===== config.mk =====
export PLATFORM = sky130hd
export DESIGN_NAME = mio_bus_responder
export DESIGN_NICKNAME = d
export VERILOG_FILES = /design/src/rtl/mio_bus_responder.sv
export SDC_FILE = /design/constraint.sdc
export NUM_CORES = 1
export LEC_CHECK = 0
export ABC_CLOCK_PERIOD_IN_PS = 5200
export CORE_MARGIN = 3
export CORE_UTILIZATION = 45
export CTS_CLUSTER_DIAMETER = 120
export CTS_CLUSTER_SIZE = 14
export DETAILED_ROUTE_END_ITERATION = 10
export MAX_ROUTING_LAYER = met4
export PLACE_DENSITY = 0.71
export SYNTH_ARGS = -nofsm -noshare
export SYNTH_HDL_FRONTEND = slang
export SYNTH_SLANG_ARGS = --single-unit

===== constraint.sdc =====
create_clock -name clk -period 5.2 [get_ports clk]
set_input_delay 1.56 -clock clk [delete_from_list [all_inputs] [get_ports clk]]
set_output_delay 1.56 -clock clk [all_outputs]
set_load 0.01 [all_outputs]

===== src/rtl/mio_bus_responder.sv =====
// Memory/IO bus responder: block RAM port, LED/switch registers and interval timer.
// Optional feature macro: MIO_BUS_ERR_EN (sticky bus-error flag, 32'hBADA_DD00 on unmapped reads).
module mio_bus_responder #(
    parameter int unsigned RAM_AW  = 10,
    parameter int unsigned RAM_LAT = 1,
    parameter logic [31:0] IO_BASE = 32'hF000_0000,
    parameter logic [15:0] RST_LED = 16'h0000
) (
    input  logic              clk,
    input  logic              reset,
    input  logic              cpu_req,
    input  logic              cpu_we,
    input  logic [31:0]       cpu_addr,
    input  logic [31:0]       cpu_wdata,
    output logic [31:0]       cpu_rdata,
    output logic              MIO_ready,
    output logic [RAM_AW-1:0] ram_addr,
    output logic              ram_we,
    output logic [31:0]       ram_wdata,
    input  logic [31:0]       ram_rdata,
    input  logic [15:0]       sw,
    output logic [15:0]       led,
    output logic              INT,
    input  logic              INT_ACK
);

    typedef enum logic [1:0] {
        S_IDLE,
        S_RAM_WAIT,
        S_DONE
    } state_e;

    localparam logic [25:0] OFF_LED  = 26'd0;
    localparam logic [25:0] OFF_SW   = 26'd1;
    localparam logic [25:0] OFF_CNT  = 26'd2;
    localparam logic [25:0] OFF_CMP  = 26'd3;
    localparam logic [25:0] OFF_CTRL = 26'd4;
    localparam logic [25:0] OFF_STAT = 26'd5;
    localparam logic [2:0]  LAT_LAST = 3'(RAM_LAT - 1);

`ifdef MIO_BUS_ERR_EN
    localparam logic [31:0] ERR_RDATA = 32'hBADA_DD00;
`else
    localparam logic [31:0] ERR_RDATA = 32'h0000_0000;
`endif

    state_e      state_q, state_d;
    logic [31:2] addr_q, addr_d;
    logic [31:0] wdata_q, wdata_d;
    logic        we_q, we_d;
    logic [31:0] rdata_q, rdata_d;
    logic [2:0]  lat_q, lat_d;

    logic [15:0] led_q, led_d;
    logic [31:0] count_q, count_d;
    logic [31:0] compare_q, compare_d;
    logic [1:0]  ctrl_q, ctrl_d;
    logic        pend_q, pend_d;
    logic        int_q;
    logic [15:0] sw_meta_q, sw_sync_q;
    logic        bus_err;

    logic        addr_unused;
    assign addr_unused = ^cpu_addr[1:0];

    // Decode of the incoming request (used in IDLE)
    logic        req_ram, req_io, req_hit;
    logic [25:0] req_off;
    logic [31:0] io_rdata;

    assign req_ram = (cpu_addr[31:28] == 4'h0);
    assign req_io  = (cpu_addr[31:28] == IO_BASE[31:28]);
    assign req_off = cpu_addr[27:2];

    // Decode of the latched request (used in DONE)
    logic        lat_io, lat_map;
    logic [25:0] lat_off;

    assign lat_off = addr_q[27:2];
    assign lat_io  = (addr_q[31:28] == IO_BASE[31:28]) && (lat_off <= OFF_STAT);
    assign lat_map = lat_io || (addr_q[31:28] == 4'h0);

    always_comb begin
        io_rdata = '0;
        req_hit  = req_io;
        case (req_off)
            OFF_LED:  io_rdata = {16'h0000, led_q};
            OFF_SW:   io_rdata = {16'h0000, sw_sync_q};
            OFF_CNT:  io_rdata = count_q;
            OFF_CMP:  io_rdata = compare_q;
            OFF_CTRL: io_rdata = {30'd0, ctrl_q};
            OFF_STAT: io_rdata = {23'd0, bus_err, 7'd0, pend_q};
            default:  req_hit  = 1'b0;
        endcase
    end

    always_comb begin
        state_d   = state_q;
        addr_d    = addr_q;
        wdata_d   = wdata_q;
        we_d      = we_q;
        rdata_d   = rdata_q;
        lat_d     = lat_q;
        MIO_ready = 1'b0;
        ram_we    = 1'b0;
        ram_addr  = addr_q[RAM_AW+1:2];
        ram_wdata = wdata_q;
        unique case (state_q)
            S_IDLE: begin
                rdata_d = '0;
                if (cpu_req) begin
                    addr_d  = cpu_addr[31:2];
                    wdata_d = cpu_wdata;
                    we_d    = cpu_we;
                    if (req_ram) begin
                        // RAM sees the address in the accept cycle to meet latency
                        ram_addr  = cpu_addr[RAM_AW+1:2];
                        ram_wdata = cpu_wdata;
                        ram_we    = cpu_we;
                        lat_d     = '0;
                        state_d   = S_RAM_WAIT;
                    end else begin
                        if (!cpu_we)
                            rdata_d = req_hit ? io_rdata : ERR_RDATA;
                        state_d = S_DONE;
                    end
                end
            end
            S_RAM_WAIT: begin
                if (lat_q == LAT_LAST) begin
                    rdata_d = we_q ? 32'h0 : ram_rdata;
                    state_d = S_DONE;
                end else begin
                    lat_d = lat_q + 3'd1;
                end
            end
            S_DONE: begin
                MIO_ready = 1'b1;
                state_d   = S_IDLE;
            end
            default: state_d = S_IDLE;
        endcase
    end

    logic wr_commit, match;
    assign wr_commit = (state_q == S_DONE) && we_q && lat_io;

    always_comb begin
        led_d     = led_q;
        count_d   = count_q;
        compare_d = compare_q;
        ctrl_d    = ctrl_q;
        match     = 1'b0;
        if (ctrl_q[0]) begin
            if ((compare_q != 32'h0) && (count_q == compare_q)) begin
                count_d = '0;
                match   = 1'b1;
            end else begin
                count_d = count_q + 32'd1;
            end
        end
        // A set in the same cycle as an acknowledge keeps the request alive
        pend_d = match ? 1'b1 : (INT_ACK ? 1'b0 : pend_q);
        if (wr_commit) begin
            case (lat_off)
                OFF_LED:  led_d     = wdata_q[15:0];
                OFF_CNT:  count_d   = wdata_q;
                OFF_CMP:  compare_d = wdata_q;
                OFF_CTRL: ctrl_d    = wdata_q[1:0];
                default:  ;
            endcase
        end
    end

`ifdef MIO_BUS_ERR_EN
    logic err_q, err_d;

    always_comb begin
        err_d = err_q;
        if (state_q == S_DONE) begin
            if (!lat_map)
                err_d = 1'b1;
            else if (wr_commit && (lat_off == OFF_STAT))
                err_d = 1'b0;
        end
    end

    always_ff @(posedge clk or negedge reset) begin
        if (!reset) err_q <= 1'b0;
        else        err_q <= err_d;
    end

    assign bus_err = err_q;
`else
    assign bus_err = 1'b0;
`endif

    always_ff @(posedge clk or negedge reset) begin
        if (!reset) begin
            state_q   <= S_IDLE;
            addr_q    <= '0;
            wdata_q   <= '0;
            we_q      <= 1'b0;
            rdata_q   <= '0;
            lat_q     <= '0;
            led_q     <= RST_LED;
            count_q   <= '0;
            compare_q <= '0;
            ctrl_q    <= '0;
            pend_q    <= 1'b0;
            int_q     <= 1'b0;
            sw_meta_q <= '0;
            sw_sync_q <= '0;
        end else begin
            state_q   <= state_d;
            addr_q    <= addr_d;
            wdata_q   <= wdata_d;
            we_q      <= we_d;
            rdata_q   <= rdata_d;
            lat_q     <= lat_d;
            led_q     <= led_d;
            count_q   <= count_d;
            compare_q <= compare_d;
            ctrl_q    <= ctrl_d;
            pend_q    <= pend_d;
            int_q     <= pend_q & ctrl_q[1];
            sw_meta_q <= sw;
            sw_sync_q <= sw_meta_q;
        end
    end

    assign cpu_rdata = rdata_q;
    assign led       = led_q;
    assign INT       = int_q;

endmodule

* Word level (Yosys, flattened, before mapping)
Cells that the tools add are included.
** Operators by class
- $add $sub $neg :: 2
- Equality and inequality tests :: 17
- Bitwise logic cells :: 1
- Reduce and logical (&&, ||, !) cells :: 20
- Magnitude comparators :: 1
- Muxes and demuxes :: 35
** Operators by type and width (number)
- $mux 32 :: 13
- $pmux 32 s6 :: 1
- $eq 26x2->1 const B :: 4
- $eq 26x3->1 const B :: 3
- $pmux 32 s2 :: 1
- $logic_not 26->1 :: 2
- $add 32x1->32 const B :: 1
- $eq 32x32->1 :: 1
- $reduce_bool 32->1 :: 1
- $mux 10 :: 3
- $eq 26x1->1 const B :: 1
- $le 26x3->1 const B :: 1
- $reduce_and 2->1 :: 6
- $mux 1 :: 9
- $mux 3 :: 3
- $eq 4x4->1 const B :: 2
- $ne 2x2->1 const B :: 4
- $mux 2 :: 3
- $pmux 3 s2 :: 1
- $reduce_or 6->1 :: 1
- $logic_and 1x1->1 :: 4
- $logic_not 4->1 :: 1
- $pmux 2 s2 :: 1
- $reduce_and 4->1 :: 1
- other kinds (7) :: 8
** Word-level totals
- Flip-flop bits (word level) :: 216
- Input bits :: 117

* Depth between registers and ports, before layout
- Depth in word-level cells :: 8
- Gate-level depth with buffers :: 9
- Depth with buffers taken out :: 8

* Worst setup path before layout
No wires, ideal clock.
- Path kind :: input port to output port
- Start point :: input cpu_addr[2]
- End point :: output ram_addr[0]
- Path slack :: 0.700 ns
- Required time :: 3.640 ns
- Arrival time :: 2.940 ns
- Stages :: 5
- Cell sequence :: buf_2 -> buf_4 -> buf_4 -> buf_1 -> mux2_2
** On the way
- Cells in the longest elaborated chain, start to end :: 3
** Ends and longest elaborated chain
- start: declaration :: line 13 : input logic [31:0] cpu_addr,
- $mux 10 :: line 115 : if (req_ram) begin
- $mux 10 :: line 111 : if (cpu_req) begin
- $mux 10 :: line 108 : unique case (state_q)
- end: declaration :: line 17 : output logic [RAM_AW-1:0] ram_addr,
Every way passes these cells.

* Worst setup path in the final report
- Start point :: input cpu_addr[28]
- End point :: output ram_wdata[11]
** On the way
- Cells in the longest elaborated chain, start to end :: 4
** Ends and longest elaborated chain
- $logic_not 4->1 :: line 71 : assign req_ram = (cpu_addr[31:28] == 4'h0);
- $mux 32 :: line 115
- $mux 32 :: line 111
- $mux 32 :: line 108
- end: declaration :: line 19 : output logic [31:0] ram_wdata,
Every way passes these cells.

==> results by stage <==
Synth:
- The share of the Yosys chip area taken by registers is 52.4%.
- The count of mapped cells out of synthesis is 885.
- The biggest area consumer among synthesized cells is dfrtp_1.
- By area, the combinational part of the netlist is dominated by multiplexers.
- The number of different library cells used by synthesis comes to 44.
- The area share of fa/ha/maj cells after synthesis is 0.364%.
- The share of synthesized flip-flops with an asynchronous set or reset is 100%.
- After synthesis, the cell types taking the most area are dfrtp_1 52%, mux2_2 16%, xnor2_1 4.5%, mux4_2 3.3%, nand2_1 2.6%.
- The synthesized netlist devotes 5.27% of its cell area to XOR and XNOR gates.
- In this run, synthesis inferred 0 flip-flops with an integrated enable.
- The number of nets handed over by synthesis was 1005.
- The most frequently used flop master after synthesis is dfrtp_1.
- The post-synthesis instance area is 10300 sq um.
- The number of warnings reported in the yosys synthesis log is 0.
- Among all cell types in the netlist, the one instantiated most often is dfrtp_1.
- Sorting the synthesized cells by how often they occur yields 216 x dfrtp_1, 149 x mux2_2, 72 x nand2_1, 53 x xnor2_1, 49 x nor2_1.
- The fraction of synthesized area in multiplexers is 21.5%.
- The compound-cell area share of the yosys netlist is 5.13%.
- Counting flops and latches in the post-synthesis netlist gives 216.
- The top cell type by area accounts for 52.4% of the synthesized area.
- The simple logic cell fraction of the synthesized area is 12.4%.
- The synthesized area per cell is 11.6 sq um.

CTS:
- The clock reaches the later pin of the worst-skew pair after 0.49 ns.
- The cell sitting at the root of the clock tree is a clkbuf_16.
- In this run the number of H-tree levels came out at 1.
- The tree built by TritonCTS fans out to 216 sinks.
- After clock tree synthesis, the clock-pin slew on the worst setup and hold paths is 0.07 ns.
- TritonCTS built the clock tree.
- The maximum clock insertion buffer count is 3.
- The number of clock buffers added by TritonCTS is 19.

Setup path:
- STA classifies the critical path startpoint as an input port.
- The worst setup path is of the input port to primary output kind.
- In this run the register-to-register setup slack is 2.45 ns.
- The worst register-to-register path begins at addr_q[7].
- The endpoint identified for the worst register-to-register timing path is compare_q[12].
- The number of cells on the worst reg-to-reg path is 5.
- The endpoint kind of the worst setup timing path is a primary output.
- The maximum fanout along the worst path is 30.
- STA puts the critical path data required time at 3.64 ns.
- STA puts the critical path data arrival time at 3.62 ns.

Outcome:
- The flow ran to the end, and the final reports show no timing, DRC or antenna violations.

Cells and area:
- The area growth from synthesis to layout is 28.0%.
- The post-route netlist has 20.1% of its cells at a drive strength greater than 1.
- The total number of nets in the final design is 1199.
- For this run, the number of standard cells in the final layout without fillers is 1359.
- 0 antenna diodes ended up in the layout.
- The final cell area excluding filler cells is 13200 sq um.

Timing:
- The total count of hold-check failures in the final report is 0.
- The minimum clock period after layout is 5.18 ns.
- The final max-slew violation count is 0.
- The clock skew after layout is 0.00932 ns.
- The count of final setup violators is 0.
- The setup TNS is 0 ns.
- For this run, the top clock speed supported by timing is 193 MHz.
- The transition time at the pin with the least slew margin is 1.06 ns.
- The final critical path takes up 99.6% of the cycle.
- The relative max-transition margin is 29.0%.

Drt:
- The sum of routed wire length over all layers is 27800 um.
- After the first detailed-routing iteration, the DRC count stood at 496.
- For this run, design rule violations remaining after detail routing come to 0.
- The count of nets left with antenna violations once routing finished came out at 0.
- The final route contains 7646 vias.
- Dividing the detail-routed via count by the number of cells gives 5.63.
- The average wire length per cell after detail routing is 20.5 um.
- The first detailed-routing pass ran for 4 iterations.

Placed design:
- The placer congestion estimate is 0.858.
- The wire-length estimate of the detail-placed layout is 19100 um.
- The count of placed standard cells including taps is 1337.
- The number of buffers added on ports is 207.
- Once placement finished, the instance area stood at 12700 sq um.

Global routing:
- The overall fraction of global-route tracks in use is 23.2%.
- Entering global routing, the biggest net connects 115 pins.
- For this run the aggregate overflow at the end of global routing stands at 0.
- The first global-routing pass estimated 44000 um of wire.
- The number of global-route vias before repair is 7716.
- The number of antenna violations at the first check in global routing is 0.

Power and ir drop:
- Dividing total power by cell area gives a power density of 317 nW/um^2.
- The leakage power total is 0.00566 uW.
- The worst-case IR drop observed on VDD is 0.189 mV.

Floorplan:
- The initial standard-cell utilization of the core is 46.5%.
- In this run the standard cell core region covers 22200 sq um.
- The floorplan step set the die width to 157 um.
- The die height is 157 um.
- The floorplan step defined a die boundary enclosing 24800 sq um.
- The number of top-level pins is 210.
- Row generation in the floorplan step produced 54 rows.

Hold path:
- The launch instance of the worst min-delay path is sw_meta_q[1].
- The tightest min-delay check is of the flop to flop type.
- Counting instances, the worst hold path has a depth of 0.
- The terminating pin of the worst hold path is sw_sync_q[1].

Job:
- The reported max-cap violation count is 0.
==> layout make-up <==
type / instances / area (sq um)
clock inverter: 2 / 17.5
multi-input combinational: 595 / 4640
sequential: 216 / 5410
clock buffer: 19 / 475
tap: 280 / 350
timing repair buffer: 224 / 2220
inverter: 23 / 86.3
fill: 1813 / 8960
==> worst max-delay path, cell delays in order <==
cell and delay (ns):
clkdlybuf4s50_1 0.47, nor4_2 0.32, buf_4 0.18, nand2_2 0.07, buf_12 0.19, mux2_2 0.25
clkdlybuf4s50_1 0.55
==> routing by layer <==
metal  track usage, %  wire length, um  vias to the layer above
li1                 -                -                     3556
met1             32.9            12500                     3845
met2             36.5            13400                      212
met3             3.08             1420                       33
met4             4.17              513                        0
met5                -                0                        -
==> how the worst max path moves through the flow <==
stage | depth (start not counted) | start | endpoint | slack, ns
floorplan | 5 | cpu_addr[2] | ram_addr[0] | 0.70
global placement | 7 | cpu_addr[28] | ram_wdata[0] | 0.1
detailed placement | 7 | cpu_req | ram_wdata[11] | 0.09
CTS | 7 | cpu_addr[28] | ram_wdata[11] | 0.05
global route | 7 | cpu_addr[28] | ram_wdata[11] | -0.07
finish | 7 | cpu_addr[28] | ram_wdata[11] | 0.02
==> power by group <==
| part | total (uW) | internal, uW | switching [uW] | leakage (uW) |
|---|---|---|---|---|
| registers | 2030 | 1870 | 165 | 0.00276 |
| clock network | 1240 | 653 | 589 | 0.000243 |
| logic | 911 | 533 | 378 | 0.00266 |
==> flip-flops by register name, summed over array words and instances (netlist names), 3 cells and up <==
register	flops
wdata_q	32
addr_q	30
compare_q	32
sw_sync_q	16
led	16
cpu_rdata	32
count_q	32
lat_q	3
sw_meta_q	16
==> per-stage QoR <==
stage               total power, uW  util [%]  setup WS, ns  hold slack (ns)
floorplan                      2450         -         0.700            0.331
global placement               2960      57.3        0.0968            0.332
detailed placement             2980      57.3        0.0941            0.336
CTS                            4230      59.5        0.0469            0.346
global route                   4400      59.6       -0.0709            0.354
finish                         4190      59.6        0.0230            0.340
==> repair_timing <==
action / 4_1_cts / 5_1_grt
hold buffers: 0 / 0
gates resized for setup: 0 / 2
endpoints found under the setup margin: 0 / 42
buffers inserted: 0 / 1
==> cell usage in the layout (no fill, tap or decap), types with 3 or more instances in the layout <==
cell,n
inv_1,23
mux4_2,15
nor4_1,23
nand3b_1,3
nand3_1,45
clkdlybuf4s50_1,205
xor2_1,9
xnor2_1,53
o21ai_0,18
buf_4,15
nand4_1,27
o22ai_1,30
nor2_1,48
mux2_2,149
ha_1,3
dfrtp_1,216
nor2b_1,5
mux2i_1,20
nand2_1,71
and3_1,10
nand2b_1,3
a21oi_1,35
clkbuf_16,19
==> logic make-up after synthesis <==
group | count (synthesis)
buffers and inverters | 74
adder cells (fa/ha/maj) | 3
multiplexers | 184
AO/OA/AOI/OAI | 93
XOR/XNOR | 62
flip-flops | 216
AND/OR/NAND/NOR | 253
Power figures use the tool's default switching activity.
